### config.mk
export PLATFORM = sky130hd
export DESIGN_NAME = alu_result_sequencer_flat
export DESIGN_NICKNAME = d
export VERILOG_FILES = /design/src/rtl/alu_result_sequencer_if.sv /design/src/rtl/alu_result_sequencer.sv /design/src/flat_wrapper.sv
export SDC_FILE = /design/constraint.sdc
export NUM_CORES = 1
export LEC_CHECK = 0
export CAP_MARGIN = 20
export CORE_MARGIN = 4
export CORE_UTILIZATION = 30
export DETAILED_ROUTE_END_ITERATION = 8
export GPL_ROUTABILITY_DRIVEN = 0
export GPL_TIMING_DRIVEN = 0
export SLEW_MARGIN = 20
export SYNTH_ARGS = -nofsm -noshare
export SYNTH_HDL_FRONTEND = slang
export SYNTH_SLANG_ARGS = --single-unit
### constraint.sdc
create_clock -name clock -period 8.15 [get_ports clock]
set_input_delay 1.63 -clock clock [delete_from_list [all_inputs] [get_ports clock]]
set_output_delay 1.63 -clock clock [all_outputs]
set_load 0.05 [all_outputs]
### src/rtl/alu_result_sequencer_if.sv
// alu_result_sequencer_if: control-side request, ALU drive/capture and writeback strobes
interface alu_result_sequencer_if #(
  parameter int DATA_W    = 32,
  parameter int REG_SEL_W = 4
);
  logic                 start;
  logic [4:0]           op;
  logic [DATA_W-1:0]    a_in;
  logic [DATA_W-1:0]    b_in;
  logic [REG_SEL_W-1:0] dest;
  logic [4:0]           alu_ops;
  logic [DATA_W-1:0]    alu_a;
  logic [DATA_W-1:0]    alu_b;
  logic [2*DATA_W-1:0]  alu_z;
  logic                 busy;
  logic                 reg_we;
  logic [REG_SEL_W-1:0] reg_wsel;
  logic [DATA_W-1:0]    wdata;
  logic                 lo_we;
  logic                 hi_we;
  logic                 done;
  logic                 illegal;
  modport master (
    output start, op, a_in, b_in, dest, alu_z,
    input  alu_ops, alu_a, alu_b, busy, reg_we, reg_wsel, wdata, lo_we, hi_we, done, illegal
  );
  modport slave (
    input  start, op, a_in, b_in, dest, alu_z,
    output alu_ops, alu_a, alu_b, busy, reg_we, reg_wsel, wdata, lo_we, hi_we, done, illegal
  );
endinterface

### src/rtl/alu_result_sequencer.sv
// alu_result_sequencer: issues a latched op to the ALU, captures ZHI/ZLO and writes back to GP or HI/LO
module alu_result_sequencer #(
  parameter int DATA_W    = 32,
  parameter int REG_SEL_W = 4
) (
  input logic clock,
  input logic clear,
  alu_result_sequencer_if.slave bus
);
  typedef enum logic [2:0] {IDLE, LOAD, EXEC, WB_LO, WB_HI, DONE} state_t;
  state_t               state, nxt;
  logic [DATA_W-1:0]    y, b, zhi, zlo;
  logic [4:0]           op_r;
  logic [REG_SEL_W-1:0] dest_r;
  logic                 legal, wide;
  assign legal = op_r inside {5'd0, 5'd1, 5'd2, 5'd3, 5'd4, 5'd5, 5'd6, 5'd7, 5'd8, 5'd9,
                              5'd10, 5'd11, 5'd15, 5'd16, 5'd17, 5'd18};
  assign wide  = op_r == 5'd15 || op_r == 5'd16;
  always_ff @(posedge clock or posedge clear)
    if (clear) begin
      state  <= IDLE;
      y      <= '0;
      b      <= '0;
      zhi    <= '0;
      zlo    <= '0;
      op_r   <= '0;
      dest_r <= '0;
    end else begin
      state <= nxt;
      if (state == IDLE && bus.start) begin
        op_r   <= bus.op;
        y      <= bus.a_in;
        b      <= bus.b_in;
        dest_r <= bus.dest;
      end
      if (state == EXEC) {zhi, zlo} <= bus.alu_z;
    end
  always_comb begin
    nxt = state;
    case (state)
      IDLE:    nxt = bus.start ? LOAD : IDLE;
      LOAD:    nxt = legal ? EXEC : DONE;
      EXEC:    nxt = WB_LO;
      WB_LO:   nxt = wide ? WB_HI : DONE;
      WB_HI:   nxt = DONE;
      default: nxt = IDLE;
    endcase
  end
  always_comb begin
    bus.busy     = state inside {LOAD, EXEC, WB_LO, WB_HI};
    bus.alu_ops  = state == EXEC ? op_r : '0;
    bus.alu_a    = state == EXEC ? y : '0;
    bus.alu_b    = state == EXEC ? b : '0;
    bus.reg_we   = state == WB_LO && !wide;
    bus.lo_we    = state == WB_LO && wide;
    bus.hi_we    = state == WB_HI;
    bus.reg_wsel = bus.reg_we ? dest_r : '0;
    bus.wdata    = state == WB_LO ? zlo : state == WB_HI ? zhi : '0;
    bus.done     = state == DONE;
    bus.illegal  = state == DONE && !legal;
  end
endmodule
### src/flat_wrapper.sv
// flat-port wrapper written by rule: the top's interface ports become plain ports
module alu_result_sequencer_flat 
#(
  parameter int DATA_W    = 32,
  parameter int REG_SEL_W = 4
)
  (clock, clear, bus_start, bus_op, bus_a_in, bus_b_in, bus_dest, bus_alu_z, bus_alu_ops, bus_alu_a, bus_alu_b, bus_busy, bus_reg_we, bus_reg_wsel, bus_wdata, bus_lo_we, bus_hi_we, bus_done, bus_illegal);
  alu_result_sequencer_if #(.DATA_W(DATA_W), .REG_SEL_W(REG_SEL_W)) bus_i ();
  input logic clock;
  input logic clear;
  input wire logic [$bits(bus_i.start)-1:0] bus_start;
  input wire logic [$bits(bus_i.op)-1:0] bus_op;
  input wire logic [$bits(bus_i.a_in)-1:0] bus_a_in;
  input wire logic [$bits(bus_i.b_in)-1:0] bus_b_in;
  input wire logic [$bits(bus_i.dest)-1:0] bus_dest;
  input wire logic [$bits(bus_i.alu_z)-1:0] bus_alu_z;
  output wire logic [$bits(bus_i.alu_ops)-1:0] bus_alu_ops;
  output wire logic [$bits(bus_i.alu_a)-1:0] bus_alu_a;
  output wire logic [$bits(bus_i.alu_b)-1:0] bus_alu_b;
  output wire logic [$bits(bus_i.busy)-1:0] bus_busy;
  output wire logic [$bits(bus_i.reg_we)-1:0] bus_reg_we;
  output wire logic [$bits(bus_i.reg_wsel)-1:0] bus_reg_wsel;
  output wire logic [$bits(bus_i.wdata)-1:0] bus_wdata;
  output wire logic [$bits(bus_i.lo_we)-1:0] bus_lo_we;
  output wire logic [$bits(bus_i.hi_we)-1:0] bus_hi_we;
  output wire logic [$bits(bus_i.done)-1:0] bus_done;
  output wire logic [$bits(bus_i.illegal)-1:0] bus_illegal;
  assign bus_i.start = bus_start;
  assign bus_i.op = bus_op;
  assign bus_i.a_in = bus_a_in;
  assign bus_i.b_in = bus_b_in;
  assign bus_i.dest = bus_dest;
  assign bus_i.alu_z = bus_alu_z;
  assign bus_alu_ops = bus_i.alu_ops;
  assign bus_alu_a = bus_i.alu_a;
  assign bus_alu_b = bus_i.alu_b;
  assign bus_busy = bus_i.busy;
  assign bus_reg_we = bus_i.reg_we;
  assign bus_reg_wsel = bus_i.reg_wsel;
  assign bus_wdata = bus_i.wdata;
  assign bus_lo_we = bus_i.lo_we;
  assign bus_hi_we = bus_i.hi_we;
  assign bus_done = bus_i.done;
  assign bus_illegal = bus_i.illegal;
  alu_result_sequencer #(.DATA_W(DATA_W), .REG_SEL_W(REG_SEL_W)) u_core (.clock(clock), .clear(clear), .bus(bus_i));
endmodule
# Yosys cells after proc, flatten, opt, wreduce, memory -nomap -nowiden

Cells that the tools add are included.

Register bits: 140
Input port bits: 140
Output and inout bits: 111
Word-level logic and storage cells: 48

Equal/unequal tests: 20
Multiplexer cells: 10
Reduce and logical (&&, ||, !) cells: 11

Operators by type and width:

| operator                                                         | count |
|---|---|
| 32-bit two-way mux                                               | 4 |
| 5-bit by 4-bit == test with 1-bit output (second input constant) | 5 |
| 5-bit by 3-bit == test with 1-bit output (second input constant) | 4 |
| 16-bit nonzero test                                              | 1 |
| 5-bit == test (second input constant)                            | 3 |
| 3-bit one-hot mux with 5 select lines                            | 1 |
| 5-bit by 2-bit == test with 1-bit output (second input constant) | 2 |
| 3-bit by 2-bit == test with 1-bit output (second input constant) | 2 |
| 3-bit == test (second input constant)                            | 2 |
| 5-bit by 1-bit == test with 1-bit output (second input constant) | 1 |
| 5-bit zero test                                                  | 1 |
| 5-bit two-way mux                                                | 1 |
| 1-bit logical AND                                                | 4 |
| 4-bit two-way mux                                                | 1 |
| 4-bit nonzero test                                               | 1 |
| 3-bit by 1-bit == test with 1-bit output (second input constant) | 1 |
| 3-bit zero test                                                  | 1 |
| 3-bit two-way mux                                                | 1 |
| 1-bit zero test                                                  | 2 |
| 1-bit two-way mux                                                | 2 |
| 1-bit logical OR                                                 | 1 |

# Depth between registers and ports, before layout

Gate-level depths: netlist of the first run.

Depth after elaboration: 5
Depth in mapped cells: 5
Mapped depth without buffers: 4

# Worst setup path after synthesis of the first run

No wires, ideal clock.

Path kind: register to output
From: register u_core.op_r[0]
To: output bus_reg_wsel[0]
Data arrival time: 2.624 ns
Data required time: 6.520 ns
Path slack: 3.896 ns
Cell stages (with the launch flop): 5
Path buffers: 0
Cell sequence: dfrtp_1 and2_1 nor3b_1 a211oi_1 and2_1

Word-level cells in the longest chain between the ends: 5
Elaborated cells on any way between the ends: 6
Those cells by class: eq/ne: 2; mux: 1; reduce/logical: 3

Ends and longest elaborated chain:

| item                                                                             | RTL line                   | source |
|---|---|---|
| start: declaration                                                               | alu_result_sequencer.sv:13 | `logic [4:0] op_r;` |
| start signal: assignment                                                         | alu_result_sequencer.sv:31 | `op_r <= bus.op;` |
| 5-bit by 4-bit == test with 1-bit output / 5-bit == test (equally long branches) | alu_result_sequencer.sv:18 | `assign wide = op_r == 5'd15 \|\| op_r == 5'd16;` |
| 1-bit logical OR *                                                               | alu_result_sequencer.sv:18 |  |
| 1-bit zero test *                                                                | alu_result_sequencer.sv:54 | `bus.reg_we = state == WB_LO && !wide;` |
| 1-bit logical AND *                                                              | alu_result_sequencer.sv:54 |  |
| named net bus_reg_we                                                             | flat_wrapper.sv:21         | `output wire logic [$bits(bus_i.reg_we)-1:0] bus_reg_we;` |
| 4-bit two-way mux *                                                              | alu_result_sequencer.sv:57 | `bus.reg_wsel = bus.reg_we ? dest_r : '0;` |
| end: declaration                                                                 | flat_wrapper.sv:22         | `output wire logic [$bits(bus_i.reg_wsel)-1:0] bus_reg_wsel;` |

Mark *: on every way through the listed nets, which the timed path passes. The rest lies on a longest branch.

# Worst setup path after layout of the first run

From: register u_core.state[2]
To: output bus_wdata[3]

Word-level cells in the longest chain between the ends: 3
Elaborated cells on any way between the ends: 4
Those cells by class: eq/ne: 2; mux: 2

Ends and longest elaborated chain:

| item                     | RTL line                   | source |
|---|---|---|
| start: declaration       | alu_result_sequencer.sv:11 | `state_t state, nxt;` |
| start signal: assignment | alu_result_sequencer.sv:29 | `state <= nxt;` |
| 3-bit == test            | alu_result_sequencer.sv:58 | `bus.wdata = state == WB_LO ? zlo : state == WB_HI ? zhi : '0;` |
| 32-bit two-way mux       | alu_result_sequencer.sv:58 |  |
| 32-bit two-way mux *     | alu_result_sequencer.sv:58 |  |
| end: declaration         | flat_wrapper.sv:23         | `output wire logic [$bits(bus_i.wdata)-1:0] bus_wdata;` |

Every way passes the cells marked *; elsewhere a longest branch is shown, timed or not.

==> results of run 1 <==
power by group through the flow:
stage	Clock, mW	Combinational, mW	Sequential (mW)
6_report	0.787	1.55	1.23
5_1_grt	0.845	1.65	1.28
4_1_cts	0.816	1.58	1.24
3_5_place_dp	0	1.57	1.25
3_3_place_gp	0	1.55	1.23
2_1_floorplan	0	1.13	1.19
layout by cell type (no fill, tap or decap), types with 2 or more instances in the layout:
cell type,n
clkinv_2,5
nand3_1,2
inv_6,3
clkinv_4,2
nor2_1,2
clkdlybuf4s50_1,250
buf_6,15
and2_1,75
and3_2,3
clkbuf_16,17
inv_2,2
buf_8,6
buf_2,7
mux2_2,137
dfrtp_1,140
a22o_1,32
bufinv_16,3
a21oi_1,2
o21ai_0,2
clkbuf_1,3
o31ai_1,2
cell usage after synthesis:
library cell,count
nor3_4,1
buf_6,15
o221a_2,1
and3_2,3
nor3_2,1
a211oi_1,1
and3_1,1
mux2_2,137
a22o_1,32
o21ai_0,2
o21bai_1,1
nor3b_1,1
nand3_1,2
nor3_1,1
nor2_1,2
a311o_1,1
inv_2,2
xnor2_1,1
buf_8,6
nand2_1,1
inv_1,1
a21o_1,1
dfrtp_1,140
o31ai_1,2
a21oi_1,2
buf_2,7
nor4_1,1
clkbuf_1,2
and2_1,75
cell families (layout without fill, tap and decap cells):
family,after synthesis,after routing,share of synthesized area (%)
flip-flops,140,140,55.7
multiplexers,137,137,24.5
AND/OR/NAND/NOR,89,89,8.97
AO/OA/AOI/OAI,43,43,5.71
buffers and inverters,33,316,4.97
XOR/XNOR,1,1,0.139
critical path: cells and delay by family (launching register included):
kind	cells	cell delay [ns]
buffers and inverters	3	1.32
AOI/OAI and AO/OA	1	0.17
DFF	1	0.49
and+or+nand+nor	1	0.53
state kept, by name, indices dropped and copies added, names as in the netlist:
signal         count
u_core.dest_r      4
u_core.state       3
u_core.zhi        32
u_core.op_r        5
u_core.b          32
u_core.y          32
u_core.zlo        32
worst paths after layout:
path                       depth (start not counted)                    endpoint  slack (ns)
max                                                5                bus_wdata[3]        3.60
min                                                1    u_core.b[16]$_DFFE_PP0P_        0.49
max reg2reg                                        4  u_core.zhi[31]$_DFFE_PP0N_        6.38
min reg2reg                                        1    u_core.b[16]$_DFFE_PP0P_        0.49
max in group asynchronous                          3  u_core.op_r[3]$_DFFE_PP0P_        5.73
min in group asynchronous                          2  u_core.zhi[26]$_DFFE_PP0N_        1.67
area by class of cell:
class / count / area (sq um) / share of cell area [%]
flip-flops and latches: 140 / 3500 / 35.9
multi-input cells: 270 / 2470 / 25.4
clock inverters: 14 / 166 / 1.70
inverters: 3 / 18.8 / 0.192
well taps: 270 / 338 / 3.46
repair buffers: 251 / 2530 / 25.9
plain buffers: 30 / 302 / 3.09
clock buffers: 18 / 429 / 4.40
metrics by stage:
stage / total power, mW / instances
finish: 3.57 / 996
global route: 3.78 / 996
global placement: 2.77 / 963
CTS: 3.63 / 996
floorplan: 2.32 / 443
detailed placement: 2.82 / 964
routing by layer:
layer	GRT usage [%]	share of wire, %
met3	3.76	4.5
met5	0	0
met2	27.0	53
met4	5.39	2.2
met1	17.7	40
==> summary.txt, run 1 <==
Max-cap violations = 0
#FFs+latches synth = 140
Die Ht = 153 um
clock root cell = clkbuf_16
antenna violations before repair = 0
Crit. Startpoint = u_core.state[2]$_DFF_PP0_
combinational power share = 43.5%
Avg WL per Cell = 17.8 um
CTS tree = yes
LEAKAGE = 4.00 nW
share of layout cells above drive strength 1 = 28.4%
Hold-fix buffers, CTS = 0
final slew viol count = 0
Clk Latency, worst-skew pair = 0.41 ns
Global Route Usage Sum = 15.2%
slowest stage delay, CP = 0.84 ns
Avg Inst Size Synth = 14.2 sq um
# rows = 52
hold crit path type = reg2reg
final worst slack = 3.60 ns
clk_skew = 0.0100 ns
Sw Ratio = 36.2%
Tcrit/Tclk final = 55.8%
finished layout cell area = 9760 sq um
Post-DP HPWL = 13500 um
initial core utilization = 30.8%
Final Hold Fails = 0
synthesized area = 6290 sq um
Peak VDD IR = 0.000145 V
relative slew slack = 60.9%
vias per std cell = 4.52
Flop pwr share = 34.5%
PwrDens = 366 nW/um^2
clock network power share = 22.0%
DP Area = 9170 sq um
area grow syn2layout = 55.2%
area leader, netlist = dfrtp_1
Critical Path Slowest Stage Cell = clkdlybuf4s50_1
RSZ-0062 raised after global routing = no
# H-tree levels = 4
CORE AREA = 20400 sq um
cts repair resizes = 0
largest net degree at the start of global routing = 76
DIE WIDTH = 153 um
Max Buffers Root-to-Sink = 2
Die Area = 23400 sq um
Yosys Warn Count = 0
via count = 4497
FF-to-FF Start = u_core.state[1]$_DFF_PP0_
Initial DRC Count = 121
top cell type's share of synthesized area = 55.7%
first-pass GRT wire length = 27900 um
Worst setup SP type = register
CTS Sinks = 140
Final setup viols = 0
worst slew pin tran = 0.584 ns
post-synth cell types = 29
Net Sw Power = 1.29 mW
FMAX = 220 MHz
register area share after synthesis = 55.7%
nets = 853
Cells after Synth = 443
drt first pass iters = 4
# Post-CTS Setup Buffers = 0
TritonCTS Buffers = 17
WL final = 17700 um
Crit Path Category = reg2out
drt drc = 0
I/O pin cnt = 251
vias in the first global route = 4900
post-layout minimum cycle time = 4.55 ns
Synth Net Count = 583
P_int = 2.28 mW
Fin Hold WS = 0.495 ns
synth top area cells = dfrtp_1 56%, mux2_2 25%, and2_1 7.5%, a22o_1 4.5%, buf_6 2.7%
clock slew at reported path FFs = 0.06 ns
crit path cell chain = inv_2 -> nor3_2 -> buf_2 -> a22o_1 -> clkdlybuf4s50_1
post-route ant nets = 0
setup tns final = 0 ns
outcome = completed
hold path startpoint = u_core.b[16]$_DFFE_PP0P_
CP Data Required Time = 6.52 ns
DP Worst Slack = 4.00 ns
Critical Path End Type = output port
n_diodes = 0
IO Port Bufs = 250
Final Util = 47.8%
GR Overflow Total = 0
WP data arrival = 2.92 ns
Fillers = 1843
worst-path maximum fanout = 10
Note: power is estimated with default switching activity, not from simulation.
==> inputs of run 2 (changes only) <==
clock period = 4.2 ns   (was 8.15 ns; I/O delays follow)
==> summary.txt, run 2 (synthesized netlist as in run 1, its figures left out) <==
n_diodes = 0 (unchanged)
Peak VDD IR = 0.000320 V (was 0.000145 V)
worst-path maximum fanout = 10 (unchanged)
outcome = completed (unchanged)
clock root cell = clkbuf_16 (unchanged)
relative slew slack = 55.3% (was 60.9%)
Hold-fix buffers, CTS = 0 (unchanged)
Final Hold Fails = 0 (unchanged)
via count = 4539 (was 4497)
I/O pin cnt = 251 (unchanged)
Cell Count, Final, Fillers Out = 999 (was 996)
LEAKAGE = 4.00 nW (about the same)
# Post-CTS Setup Buffers = 0 (unchanged)
P_int = 4.38 mW (was 2.28 mW)
combinational power share = 43.8% (was 43.5%)
worst slew pin tran = 0.669 ns (was 0.584 ns)
vias in the first global route = 5068 (was 4900)
Critical Path End Type = output port (unchanged)
Avg WL per Cell = 17.7 um (was 17.8 um)
area grow syn2layout = 55.9% (was 55.2%)
Crit Path Category = reg2out (unchanged)
Net Sw Power = 2.50 mW (was 1.29 mW)
Sw Ratio = 36.3% (was 36.2%)
setup tns final = 0 ns (unchanged)
highest-count cells in the layout ignoring fill and taps = 250 x clkdlybuf4s50_1, 140 x dfrtp_1, 137 x mux2_2 (unchanged)
# H-tree levels = 4 (unchanged)
reg2reg setup slack = 2.46 ns (was 6.38 ns)
post-route ant nets = 0 (unchanged)
Post-DP HPWL = 13700 um (was 13500 um)
cts repair resizes = 0 (unchanged)
RSZ-0062 raised after global routing = no (unchanged)
FMAX = 271 MHz
Clk Latency, worst-skew pair = 0.41 ns (about the same)
hold crit path type = reg2reg (unchanged)
clk_skew = 0.00608 ns (was 0.0100 ns)
Max-cap violations = 0 (unchanged)
WP data arrival = 2.85 ns (was 2.92 ns)
drt drc = 0 (unchanged)
GR Overflow Total = 0 (unchanged)
clock network power share = 21.4% (was 22.0%)
Die Area = 23400 sq um (unchanged)
Max Buffers Root-to-Sink = 2 (unchanged)
first-pass GRT wire length = 28600 um (was 27900 um)
commonest non-fill, non-tap cell in the layout = clkdlybuf4s50_1 (unchanged)
Flop pwr share = 34.8% (was 34.5%)
vias per std cell = 4.54 (was 4.52)
Worst setup SP type = register (unchanged)
Fillers = 1835 (was 1843)
TritonCTS Buffers = 17 (unchanged)
PwrDens = 702 nW/um^2 (was 366 nW/um^2)
CORE AREA = 20400 sq um (unchanged)
nets = 856 (was 853)
initial core utilization = 30.8% (unchanged)
WL final = 17600 um (was 17700 um)
CTS tree = yes (unchanged)
# rows = 52 (unchanged)
DP Cell Count = 967 (was 964)
CTS Sinks = 140 (unchanged)
CP Data Required Time = 3.36 ns (was 6.52 ns)
Die Ht = 153 um (unchanged)
Global Route Usage Sum = 15.4% (was 15.2%)
clock slew at reported path FFs = 0.06 ns (about the same)
antenna violations before repair = 0 (unchanged)
DIE WIDTH = 153 um (unchanged)
Final setup viols = 0 (unchanged)
largest net degree at the start of global routing = 34 (was 76)
share of layout cells above drive strength 1 = 28.7% (was 28.4%)
drt first pass iters = 4 (unchanged)
Initial DRC Count = 97 (was 121)
post-layout minimum cycle time = 3.69 ns
IO Port Bufs = 250 (unchanged)
Tcrit/Tclk final = 88.0%
final slew viol count = 0 (unchanged)
==> run 2: cell count changes in the layout (fill, tap and decap cells not counted), sizes merged <==
cell	change
buf	+3
bufinv	-1
clkbuf	+1
clkinv	-3
clkinvlp	+4
inv	-1
==> run 2: metal layers <==
layer,vias up,GRT usage (%),wire length (um)
met3,28,3.28,723
met4,0,6.87,539
li1,2121,-,-
met2,136,26.2,9120
met5,-,0,0
met1,2254,18.9,7260
==> run 2: final cells by class <==
type	instances	area, sq um	share of cell area, %
well taps	270	338	3.45
flip-flops and latches	140	3500	35.7
clock inverters	13	140	1.43
repair buffers	254	2590	26.4
inverters	3	15.0	0.153
clock buffers	19	443	4.52
plain buffers	30	302	3.08
multi-input cells	270	2470	25.2
==> run 2: power by group through the flow <==
stage | Combinational (mW) | Sequential, mW | Clock, mW
2_1_floorplan | 2.19 | 2.30 | 0
3_5_place_dp | 3.06 | 2.42 | 0
4_1_cts | 3.07 | 2.40 | 1.53
5_1_grt | 3.21 | 2.49 | 1.59
3_3_place_gp | 3.00 | 2.38 | 0
6_report | 3.02 | 2.39 | 1.47
==> run 2: metrics by stage <==
| stage | setup slack, ns | util (%) | hold slack (ns) | power (mW) | area, sq um |
|---|---|---|---|---|---|
| floorplan | 0.736 | - | 0.472 | 4.49 | 6290 |
| global placement | 0.291 | 44.7 | 0.480 | 5.38 | 9140 |
| detailed placement | 0.833 | 45.1 | 0.487 | 5.48 | 9220 |
| CTS | 0.375 | 48.0 | 0.501 | 7.00 | 9810 |
| global route | 0.276 | 48.0 | 0.509 | 7.29 | 9810 |
| finish | 0.505 | 48.0 | 0.495 | 6.89 | 9810 |
==> run 2: path summary, 6_finish.rpt <==
kind	start	to	cells after the start
max	u_core.state[1]$_DFF_PP0_	bus_alu_ops[3]	5
min	u_core.b[21]$_DFFE_PP0P_	u_core.b[21]$_DFFE_PP0P_	1
max reg2reg	u_core.state[1]$_DFF_PP0_	u_core.zhi[31]$_DFFE_PP0N_	4
min reg2reg	u_core.b[21]$_DFFE_PP0P_	u_core.b[21]$_DFFE_PP0P_	1
max in group asynchronous	clear	u_core.zlo[10]$_DFFE_PP0N_	4
min in group asynchronous	clear	u_core.b[9]$_DFFE_PP0P_	2
==> run 2: critical path, stage by stage, from the launching register on <==
cell,delay [ns]
dfrtp_1,0.46
inv_2,0.09
nor3_4,0.45
clkbuf_1,0.40
and2_1,0.19
clkdlybuf4s50_1,0.86
==> inputs of run 3 (changes only) <==
==> constraint.sdc (replaced) <==
create_clock -name clock -period 4.2 [get_ports clock]
set_input_delay 1.26 -clock clock [delete_from_list [all_inputs] [get_ports clock]]
set_output_delay 1.26 -clock clock [all_outputs]
set_load 0.05 [all_outputs]
==> summary.txt, run 3 (synthesized netlist as in run 1, its figures left out) <==
largest net degree at the start of global routing = 34 (unchanged)
Power Total = 6.90 mW (was 6.89 mW)
first-pass GRT wire length = 28600 um (unchanged)
WP data arrival = 2.83 ns (was 2.85 ns)
CTS tree = yes (unchanged)
CP Data Required Time = 2.94 ns (was 3.36 ns)
relative slew slack = 55.4% (was 55.3%)
final slew viol count = 0 (unchanged)
clk_skew = 0.00644 ns (was 0.00608 ns)
Max Buffers Root-to-Sink = 2 (unchanged)
Critical Path Slowest Stage Cell = clkdlybuf4s50_1 (unchanged)
commonest non-fill, non-tap cell in the layout = clkdlybuf4s50_1 (unchanged)
IO Port Bufs = 250 (unchanged)
Die Ht = 153 um (unchanged)
most used cell, CP = buf_2
post-layout minimum cycle time = 4.09 ns (was 3.69 ns)
WL final = 17700 um (was 17600 um)
crit path cell chain = buf_2 -> and3_2 -> clkbuf_1 -> buf_2 -> a22o_1 -> clkdlybuf4s50_1 (was inv_2 -> nor3_4 -> clkbuf_1 -> and2_1 -> clkdlybuf4s50_1)
Final Util = 48.3% (was 48.0%)
GR Overflow Total = 0 (unchanged)
Max-cap violations = 0 (unchanged)
TritonCTS Buffers = 17 (unchanged)
FMAX = 244 MHz (was 271 MHz)
vias in the first global route = 5068 (unchanged)
vias per std cell = 4.53 (was 4.54)
CP Depth = 6 (was 5)
worst-path maximum fanout = 10 (unchanged)
Critical Path End Type = output port (unchanged)
hold depth = 1 (unchanged)
antenna violations before repair = 0 (unchanged)
n_diodes = 0 (unchanged)
Tcrit/Tclk final = 97.5% (was 88.0%)
Worst R2R Path Depth = 5 (was 4)
share of layout cells above drive strength 1 = 29.1% (was 28.7%)
Crit Path Category = reg2out (unchanged)
RSZ-0062 raised after global routing = no (unchanged)
area grow syn2layout = 57.0% (was 55.9%)
Post-DP HPWL = 13700 um (unchanged)
PwrDens = 698 nW/um^2 (was 702 nW/um^2)
LEAKAGE = 4.38 nW (was 4.00 nW)
clock root cell = clkbuf_16 (unchanged)
outcome = completed (unchanged)
Global Route Usage Sum = 15.4% (about the same)
# rows = 52 (unchanged)
highest-count cells in the layout ignoring fill and taps = 226 x clkdlybuf4s50_1, 140 x dfrtp_1, 137 x mux2_2 (was 250 x clkdlybuf4s50_1, 140 x dfrtp_1, 137 x mux2_2)
finished layout cell area = 9880 sq um (was 9810 sq um)
Final setup viols = 0 (unchanged)
via count = 4540 (was 4539)
I/O pin cnt = 251 (unchanged)
DP Area = 9220 sq um (unchanged)
Top delay family on crit path = buffers and inverters (unchanged)
initial core utilization = 30.8% (unchanged)
Peak VDD IR = 0.000314 V (was 0.000320 V)
drt drc = 0 (unchanged)
nets = 859 (was 856)
slowest stage delay, CP = 0.81 ns (was 0.86 ns)
drt first pass iters = 4 (unchanged)
DP Cell Count = 967 (unchanged)
Avg WL per Cell = 17.7 um (about the same)
Initial DRC Count = 106 (was 97)
# H-tree levels = 4 (unchanged)
Die Area = 23400 sq um (unchanged)
hold crit path type = reg2reg (unchanged)
Clk Latency, worst-skew pair = 0.41 ns (about the same)
CORE AREA = 20400 sq um (unchanged)
Final Hold Fails = 0 (unchanged)
Cell Count, Final, Fillers Out = 1002 (was 999)
CTS Sinks = 140 (unchanged)
worst slew pin tran = 0.668 ns (was 0.669 ns)
crit path buf inv count = 4 (was 3)
clock slew at reported path FFs = 0.06 ns (about the same)
DIE WIDTH = 153 um (unchanged)
Worst setup SP type = register (unchanged)
post-route ant nets = 0 (unchanged)
==> run 3: changes by cell type in the layout (fill, tap and decap cells not counted), sizes merged <==
cell	change
clkdlybuf4s50	-24
buf	+3
dlygate4sd2	+5
dlymetal6s2s	+19
==> run 3: power breakdown <==
part	leakage (nW)	internal, mW	switching, mW	total, mW
registers	1.67	2.04	0.351	2.39
logic	2.44	1.45	1.58	3.03
clock network	0.276	0.893	0.584	1.48
total	4.38	4.39	2.51	6.90
==> run 3: area by class of cell <==
type,count,area [sq um]
Clock buffer,19,443
Sequential cell,140,3500
Buffer,30,303
Multi-Input combinational cell,270,2480
Timing Repair Buffer,257,2650
Tap cell,270,338
Fill cell,1837,10600
Inverter,3,15.0
Clock inverter,13,140
==> run 3: stage by stage <==
stage	TNS, ns	hold slack (ns)	worst slack (ns)
3_5_place_dp	0	0.487	0.413
4_1_cts	0	0.501	0.00133
6_report	0	0.495	0.105
3_3_place_gp	-16.90	0.480	-0.129
2_1_floorplan	0	0.472	0.316
5_1_grt	0	0.509	0.00152
==> run 3: timing repair <==
action | 4_1_cts | 5_1_grt
pin swaps | 0 | 1
hold buffers | 0 | 0
endpoints found under the setup margin | 17 | 67
gates resized for setup | 6 | 21
hold endpoints to repair | 0 | 0
gates cloned | 0 | 0
setup buffers | 0 | 3
==> run 3: routing by layer <==
| layer | routed length, um | up-vias | GRT usage (%) |
|---|---|---|---|
| li1 | - | 2128 | - |
| met1 | 7220 | 2241 | 18.9 |
| met2 | 9180 | 145 | 26.2 |
| met3 | 815 | 26 | 3.28 |
| met4 | 520 | 0 | 6.87 |
| met5 | 0 | - | 0 |
==> run 3: worst paths after layout <==
path / endpoint / slack (ns) / startpoint
setup / recovery: bus_wdata[26] / 0.11 / u_core.state[0]$_DFF_PP0_
hold / removal: u_core.b[12]$_DFFE_PP0P_ / 0.50 / u_core.b[12]$_DFFE_PP0P_
min in group asynchronous: u_core.b[9]$_DFFE_PP0P_ / 1.31 / clear
hold reg to reg: u_core.b[12]$_DFFE_PP0P_ / 0.50 / u_core.b[12]$_DFFE_PP0P_
max in group asynchronous: u_core.zlo[10]$_DFFE_PP0N_ / 2.12 / clear
setup reg to reg: u_core.op_r[4]$_DFFE_PP0P_ / 2.46 / u_core.state[1]$_DFF_PP0_
